File: config.mk
export PLATFORM = sky130hd
export DESIGN_NAME = alu_ctrl
export DESIGN_NICKNAME = d
export VERILOG_FILES = /design/src/rtl/alu_ctrl.sv
export SDC_FILE = /design/constraint.sdc
export NUM_CORES = 1
export LEC_CHECK = 0
export ABC_AREA = 1
export CAP_MARGIN = 30
export CELL_PAD_IN_SITES_DETAIL_PLACEMENT = 0
export CELL_PAD_IN_SITES_GLOBAL_PLACEMENT = 1
export CORE_UTILIZATION = 37
export DETAILED_ROUTE_END_ITERATION = 12
export GPL_ROUTABILITY_DRIVEN = 1
export PLACE_DENSITY_LB_ADDON = 0.15
export SYNTH_ARGS = -nofsm -noshare
export SYNTH_HDL_FRONTEND = slang
export SYNTH_SLANG_ARGS = --single-unit
File: constraint.sdc
create_clock -name clk -period 5.8 [get_ports clk]
set_clock_uncertainty 0.15 [all_clocks]
set_input_delay 0.87 -clock clk [delete_from_list [all_inputs] [get_ports clk]]
set_output_delay 0.87 -clock clk [all_outputs]
set_load 0.01 [all_outputs]
File: src/rtl/alu_ctrl.sv
// alu_ctrl: IDLE/RD_A/RD_B/EXEC/WB sequencer for the OrgaSmall ALU, register file and Z/C/N flags.
// Optional macro ALU_CTRL_PIPE_EN: accept the next command during WB (one command per 4 cycles).
`ifndef WORD_SIZE
`define WORD_SIZE 8
`endif

package alu_ctrl_pkg;
    typedef enum logic [3:0] {
        OP_ADD = 4'd0,
        OP_ADC = 4'd1,
        OP_SUB = 4'd2,
        OP_AND = 4'd3,
        OP_OR  = 4'd4,
        OP_XOR = 4'd5,
        OP_CMP = 4'd6,
        OP_SHL = 4'd7,
        OP_SHR = 4'd8,
        OP_INC = 4'd9,
        OP_DEC = 4'd10
    } opcode_t;
endpackage

module alu_ctrl
    import alu_ctrl_pkg::*;
#(
    parameter int WORD_SIZE  = `WORD_SIZE,
    parameter int REG_ADDR_W = 3
) (
    input  logic                  clk,
    input  logic                  rst,
    input  logic                  cmd_valid,
    output logic                  cmd_ready,
    input  opcode_t               cmd_op,
    input  logic [REG_ADDR_W-1:0] cmd_rx,
    input  logic [REG_ADDR_W-1:0] cmd_ry,
    output logic [REG_ADDR_W-1:0] rf_raddr,
    input  logic [WORD_SIZE-1:0]  rf_rdata,
    output logic                  rf_we,
    output logic [REG_ADDR_W-1:0] rf_waddr,
    output logic [WORD_SIZE-1:0]  rf_wdata,
    output logic [WORD_SIZE-1:0]  alu_a,
    output logic [WORD_SIZE-1:0]  alu_b,
    output opcode_t               alu_opcode,
    input  logic [WORD_SIZE-1:0]  alu_out,
    output logic                  flag_z,
    output logic                  flag_c,
    output logic                  flag_n,
    output logic                  done
);
    typedef enum logic [2:0] {IDLE, RD_A, RD_B, EXEC, WB} state_t;

    state_t                r_state;
    opcode_t               r_op;
    logic [REG_ADDR_W-1:0] r_rx;
    logic [REG_ADDR_W-1:0] r_ry;
    logic [REG_ADDR_W-1:0] r_raddr;
    logic [REG_ADDR_W-1:0] r_waddr;
    logic [WORD_SIZE-1:0]  r_opa;
    logic [WORD_SIZE-1:0]  r_wdata;
    logic                  r_we;
    logic                  r_done;
    logic                  r_flagZ;
    logic                  r_flagC;
    logic                  r_flagN;
    logic                  r_nextZ;
    logic                  r_nextC;
    logic                  r_nextN;

    logic                  w_readyState;
    logic                  w_accept;
    logic [WORD_SIZE-1:0]  w_opb;
    logic [WORD_SIZE-1:0]  w_result;
    logic [WORD_SIZE:0]    w_sum;
    logic                  w_write;
    logic                  w_z;
    logic                  w_c;
    logic                  w_n;

`ifdef ALU_CTRL_PIPE_EN
    assign w_readyState = (r_state == IDLE) || (r_state == WB);
`else
    assign w_readyState = (r_state == IDLE);
`endif

    assign cmd_ready = w_readyState && !rst;
    assign w_accept  = cmd_valid && cmd_ready;

    // The second operand's read data only arrives during EXEC, so opb feeds the ALU directly.
    assign w_opb      = (r_op == OP_INC || r_op == OP_DEC) ? '0 : rf_rdata;
    assign alu_a      = (r_state == EXEC) ? r_opa : '0;
    assign alu_b      = (r_state == EXEC) ? w_opb : '0;
    assign alu_opcode = (r_state == EXEC) ? r_op : OP_ADD;

    always_comb begin
        w_sum    = {1'b0, r_opa} + {1'b0, w_opb};
        w_result = alu_out;
        w_write  = 1'b1;
        w_c      = 1'b0;
        w_z      = 1'b0;
        w_n      = 1'b0;
        case (r_op)
            OP_ADD: w_c = w_sum[WORD_SIZE];
            OP_ADC: begin
                w_sum    = w_sum + {{WORD_SIZE{1'b0}}, r_flagC};
                w_result = alu_out + {{(WORD_SIZE-1){1'b0}}, r_flagC};
                w_c      = w_sum[WORD_SIZE];
            end
            OP_SUB: w_c = (r_opa < w_opb);
            OP_INC: w_c = (r_opa == '1);
            OP_DEC: w_c = (r_opa == '0);
            OP_AND, OP_OR, OP_XOR, OP_SHL, OP_SHR: w_c = 1'b0;
            OP_CMP: begin
                w_write = 1'b0;
                w_c     = (r_opa < w_opb);
            end
            default: w_result = '0;
        endcase
        if (r_op == OP_CMP) begin
            w_z = alu_out[0];
            w_n = 1'b0;
        end else begin
            w_z = (w_result == '0);
            w_n = w_result[WORD_SIZE-1];
        end
    end

    // Flags are staged at the end of EXEC and only become architectural when WB completes.
    always_ff @(posedge clk) begin
        if (rst) begin
            r_state <= IDLE;
            r_op    <= OP_ADD;
            r_rx    <= '0;
            r_ry    <= '0;
            r_raddr <= '0;
            r_waddr <= '0;
            r_opa   <= '0;
            r_wdata <= '0;
            r_we    <= 1'b0;
            r_done  <= 1'b0;
            r_flagZ <= 1'b0;
            r_flagC <= 1'b0;
            r_flagN <= 1'b0;
            r_nextZ <= 1'b0;
            r_nextC <= 1'b0;
            r_nextN <= 1'b0;
        end else begin
            r_we   <= 1'b0;
            r_done <= 1'b0;
            case (r_state)
                IDLE: begin
                    if (w_accept) begin
                        r_op    <= cmd_op;
                        r_rx    <= cmd_rx;
                        r_ry    <= cmd_ry;
                        r_raddr <= cmd_rx;
                        r_state <= RD_A;
                    end
                end
                RD_A: begin
                    r_raddr <= r_ry;
                    r_state <= RD_B;
                end
                RD_B: begin
                    r_opa   <= rf_rdata;
                    r_state <= EXEC;
                end
                EXEC: begin
                    r_wdata <= w_result;
                    r_waddr <= r_rx;
                    r_we    <= w_write;
                    r_done  <= 1'b1;
                    r_nextZ <= w_z;
                    r_nextC <= w_c;
                    r_nextN <= w_n;
                    r_state <= WB;
                end
                WB: begin
                    r_flagZ <= r_nextZ;
                    r_flagC <= r_nextC;
                    r_flagN <= r_nextN;
                    r_state <= IDLE;
                    if (w_accept) begin
                        r_op    <= cmd_op;
                        r_rx    <= cmd_rx;
                        r_ry    <= cmd_ry;
                        r_raddr <= cmd_rx;
                        r_state <= RD_A;
                    end
                end
                default: r_state <= IDLE;
            endcase
        end
    end

    assign rf_raddr = r_raddr;
    assign rf_waddr = r_waddr;
    assign rf_wdata = r_wdata;
    assign rf_we    = r_we && !rst;
    assign done     = r_done && !rst;
    assign flag_z   = r_flagZ;
    assign flag_c   = r_flagC;
    assign flag_n   = r_flagN;

endmodule

### Yosys cells after proc, flatten, opt, wreduce, memory -nomap -nowiden

Index checks and enable logic that the tools add are counted.

| storage, ports and cells | value |
|---|---|
| flip-flop bits (word level) | 43 |
| input bits | 29 |

| operators by class | value |
|---|---|
| add/sub/neg operators | 3 |
| $lt $le $gt $ge | 1 |
| bitwise gates (word level) | 1 |
| reductions and logical operators | 17 |
| multiplexer cells | 15 |
| equality and inequality tests | 17 |

Operator list:

| cell | count |
|---|---|
| 2-to-1 mux 8 bit | 3 |
| equality test 4 x 3 -> 1 bit, second input constant | 4 |
| zero test 8 bit | 2 |
| case mux 8 bit (2 select lines) | 1 |
| case mux 3 bit (5 select lines) | 1 |
| equality test 4 bit, second input constant | 3 |
| OR reduction 10 bit | 1 |
| adder 8 x 8 -> 9 bit | 1 |
| adder 9 x 1 -> 9 bit | 1 |
| adder 8 x 1 -> 8 bit | 1 |
| equality test 4 x 2 -> 1 bit, second input constant | 2 |
| equality test 8 bit, second input constant | 1 |
| < comparator 8 bit | 1 |
| equality test 3 x 2 -> 1 bit, second input constant | 2 |
| 2-to-1 mux 3 bit | 2 |
| case mux 3 bit (2 select lines) | 1 |
| OR reduction 2 bit | 3 |
| 2-to-1 mux 1 bit | 5 |
| case mux 1 bit (5 select lines) | 1 |
| equality test 4 x 1 -> 1 bit, second input constant | 1 |
| logical AND 1 bit | 4 |
| zero test 4 bit | 1 |
| 2-to-1 mux 4 bit | 1 |
| != test 2 x 1 -> 1 bit, second input constant | 2 |
| other kinds (8) | 9 |

### Longest topological paths before layout

| logic depth | value |
|---|---|
| depth in word-level cells | 6 |
| mapped depth | 22 |
| gate-level depth less buffers | 22 |

### Worst setup path after synthesis

Ideal clock, no wire load.

| timing | value |
|---|---|
| path kind | input to register |
| start point | input rf_rdata[3] |
| end point | register r_nextC |
| stages on the path | 15 |
| data required time | 5.519 ns |
| setup slack | 3.015 ns |
| path buffers | 1 |
| data arrival time | 2.504 ns |
| path through | inv_1 > nor2_1 > inv_1 > ha_1 > buf_2 > nor4_1 > nand2_2 > nand2_2 > a21oi_1 > o21bai_1 > nand3_1 > nand3_1 > nand2_1 > nand2_1 > a21oi_2 |

| on the way | value |
|---|---|
| longest elaborated chain between the ends | 4 |
| elaborated cells on any way between the ends | 5 |
| those cells by class | add/sub (2); order compare (1); mux (2) |

Ends and longest elaborated chain:

| element | line | RTL |
|---|---|---|
| start, declared | 37 | `input logic [WORD_SIZE-1:0] rf_rdata,` |
| 2-to-1 mux 8 bit * | 89 | `assign w_opb = (r_op == OP_INC \|\| r_op == OP_DEC) ? '0 : rf_rdata;` |
| adder 8 x 8 -> 9 bit | 95 | `w_sum = {1'b0, r_opa} + {1'b0, w_opb};` |
| adder 9 x 1 -> 9 bit | 104 | `w_sum = w_sum + {{WORD_SIZE{1'b0}}, r_flagC};` |
| case mux 1 bit (5 select lines) * | 101 | `case (r_op)` |
| end signal, assigned | 173 | `r_nextC <= w_c;` |
| end, declared | 66 | `logic r_nextC;` |

Mark *: on every way between the ends. The rest lies on a longest branch, timed or not.
A chain may end at the register's enable or synchronous reset.

### Worst setup path after layout

| timing | value |
|---|---|
| start point | register r_state[0] |
| end point | output alu_b[0] |

| on the way | value |
|---|---|
| longest elaborated chain between the ends | 2 |

Ends and longest elaborated chain:

| element | line | RTL |
|---|---|---|
| start, declared | 52 | `state_t r_state;` |
| start signal, assigned | 130 | `r_state <= IDLE;` |
| start signal, assigned | 156 | `r_state <= RD_A;` |
| start signal, assigned | 161 | `r_state <= RD_B;` |
| equality test 3 x 2 -> 1 bit | 91 | `assign alu_b = (r_state == EXEC) ? w_opb : '0;` |
| 2-to-1 mux 8 bit | 91 |  |
| end, declared | 42 | `output logic [WORD_SIZE-1:0] alu_b,` |

Every way passes these cells.

==> impl_metrics.ini <==
[critical_path]
worstPathMaxFanout = 23
cp.arrival_ns = 3.00
cpPeakStageDelay_ns = 0.77
cp_num_buf_inv = 4
critical_path_class = reg -> out
cp-end-kind = output port
path_cells = inv_1, nor3_2, inv_1, buf_16, nor3_1, clkdlybuf4s50_1
cp_num_cells = 6
required_ns = 4.78
crit_path_top_delay_cell = nor3_2
crit_family = buffers and inverters
cpMostUsedCell = inv_1
rr_worst_depth = 20
r2r_slack_ns = 2.86
cp-start-kind = flop

[placed_design]
hpwl_um = 5410
placed_area_um2 = 3480
routabilityCongestion = 0.857
port_buffers = 68
placedCellCount = 565

[global_routing]
antenna_found_initial = 0
grt_max_degree = 32
grt_overflow = 0
grt_pass1_wl_um = 11800
grtUsageTotal = 0.194
grt_pass1_vias = 2630

[clock_network]
clock-root-buffer = clkbuf_8
clock_latency_ns = 0.29
clock-sinks = 43
ctsResizeCount = 0
path_clk_slew_ns = 0.08
clockBufferDepth = 2
cts_hold_buf = 0
htree_levels = 2
cts_tree = built
cts_made_buffers = 5
post_cts_buffers = 0

[die]
dieWidth_um = 87.3
die_y_um = 87.3
coreArea_um2 = 6910
std_cell_rows = 30
die-area_um2 = 7620
ios = 69
start_util = 0.390

[layout]
final_nets = 523
fillers = 743
drive_gt1_frac = 0.0504
fin_area_um2 = 3580
antennaDiodeCount = 0
synthToLayoutAreaGrowth_pct = 33.1
fin_cells = 572

[pwr]
switching_share = 0.319
comb_power_share = 0.277
clkPwrFrac = 0.295
ir_drop_uv = 123
p_int_mw = 0.533
p_seq_frac = 0.428
p_per_area_nw_per_um2 = 219
power.switching_mw = 0.250
finalPower_mw = 0.783
p_leak_nw = 1.60

[synth]
synth_seq_area_share = 0.320
ys_async_sr_fraction = 0
ys_ff_latch = 43
netlist_instances = 411
synth.top_cell.area_share = 0.320
synth_edf_count = 0
synth_top_area_cell = dfxtp_1
synth_common_cells = 71 x nor2_1, 70 x inv_1, 56 x nand2_1, 43 x dfxtp_1, 38 x o21ai_0
yosysWarnings = 0
syn_area_um2 = 2690
synth.distinct_cells = 34
syn_nets = 458
syn_area_per_cell_um2 = 6.55
synth_ff_type = dfxtp_1
yosysMostFrequentCell = nor2_1
synth_area_leaders = dfxtp_1 32%, nor2_1 9.9%, inv_1 9.8%

[timing]
finalCriticalPeriod_ns = 4.02
finalCritPeriodShare = 0.694
relSlewSlack = 0.357
rsz0062_at_grt = false
fmax_ghz = 0.248
slew_violations = 0
fin_setup_tns_ns = 0
hold_viol_final = 0
setup_violations = 0
tightest_slew_ns = 0.959

[route]
drt-initial-drc-count = 85
dr.pass1.iters = 4
postRouteAntennaNets = 0
drc = 0
wl_per_cell_um = 12.2
num_vias = 2756
totalWireLength_um = 6950
routed_via_density = 4.82

[outcome]
status = finished clean

[hold_path]
hold_path.class = reg -> reg
whs_path_depth = 2

[flow_run]
max_cap_viol_count = 0
## registers in the layout, indices dropped and copies added, names as in the netlist
name	count
r_nextN	1
r_op	4
rf_raddr	3
flag_n	1
r_done	1
r_rx	3
flag_z	1
r_nextC	1
r_nextZ	1
r_state	3
r_opa	8
r_ry	3
flag_c	1
rf_waddr	3
r_we	1
rf_wdata	8
## path summary, 6_finish.rpt
kind                   start  endpoint
setup reg to reg     r_op[2]   r_nextC
setup / recovery  r_state[0]  alu_b[0]
hold reg to reg      r_rx[0]   r_rx[0]
hold / removal       r_rx[0]   r_rx[0]
## metrics by stage
stage                     hold WS (ns)   util  setup WS [ns]
after floorplan                  0.280      -           3.02
after global placement           0.297  0.498           1.86
after detailed placement         0.304  0.503           2.04
after CTS                        0.316  0.519           1.71
after global routing             0.337  0.519           1.53
final                            0.320  0.519           1.78
## layout make-up
class                      instances  area (um2)  share of cell area
multi-input combinational        285        1510               0.422
tap                               96         120              0.0335
clock inverter                     2        37.5              0.0105
timing repair buffer              70         716               0.200
sequential                        43         861               0.240
inverter                          71         267              0.0744
clock buffer                       5        68.8              0.0192
## placed cells by master, fill, tap and decap left out, types with 2 or more instances in the layout
| cell | instances |
|---|---|
| ha_1 | 18 |
| inv_1 | 70 |
| o21ai_0 | 38 |
| nand3_2 | 2 |
| nor3_2 | 2 |
| nand2_2 | 6 |
| a21oi_1 | 28 |
| o211ai_1 | 3 |
| nor4_1 | 5 |
| clkbuf_8 | 5 |
| o21bai_1 | 3 |
| nor2_1 | 71 |
| clkdlybuf4s50_1 | 68 |
| nand4_1 | 5 |
| a31oi_1 | 5 |
| dfxtp_1 | 43 |
| nand3_1 | 23 |
| nor2_2 | 2 |
| a32oi_1 | 2 |
| nand2_1 | 56 |
| nor3_1 | 5 |
## worst register-to-register path, delay by kind of cell, from the launching register on
| family | cells | cell delay [ns] |
|---|---|---|
| AOI/OAI and AO/OA | 4 | 0.66 |
| buffers and inverters | 2 | 0.20 |
| adders and majority gates | 1 | 0.36 |
| and+or+nand+nor | 13 | 1.08 |
| DFF | 1 | 0.42 |
## power by group through the flow
stage	clock network [mW]	logic [mW]	registers, mW
finish	0.231	0.217	0.336
global route	0.254	0.247	0.339
CTS	0.239	0.219	0.336
global placement	0	0.213	0.342
floorplan	0	0.135	0.342
detailed placement	0	0.217	0.342
## routing by layer
metal | part of all wire | GRT usage | vias to the layer above
met5 | 0 | 0 | -
met4 | 0.010 | 0.0507 | 0
met3 | 0.026 | 0.0294 | 7
met2 | 0.50 | 0.353 | 39
met1 | 0.47 | 0.236 | 1253
li1 | - | - | 1457
## cells by family after synthesis
kind of cell,share of synthesized area
AO/OA/AOI/OAI,0.176
flip-flops,0.320
AND/OR/NAND/NOR,0.300
XOR/XNOR,0.00325
adder cells (fa/ha/maj),0.0837
buffers and inverters,0.118
No activity file was read; power rests on OpenSTA's default activity.
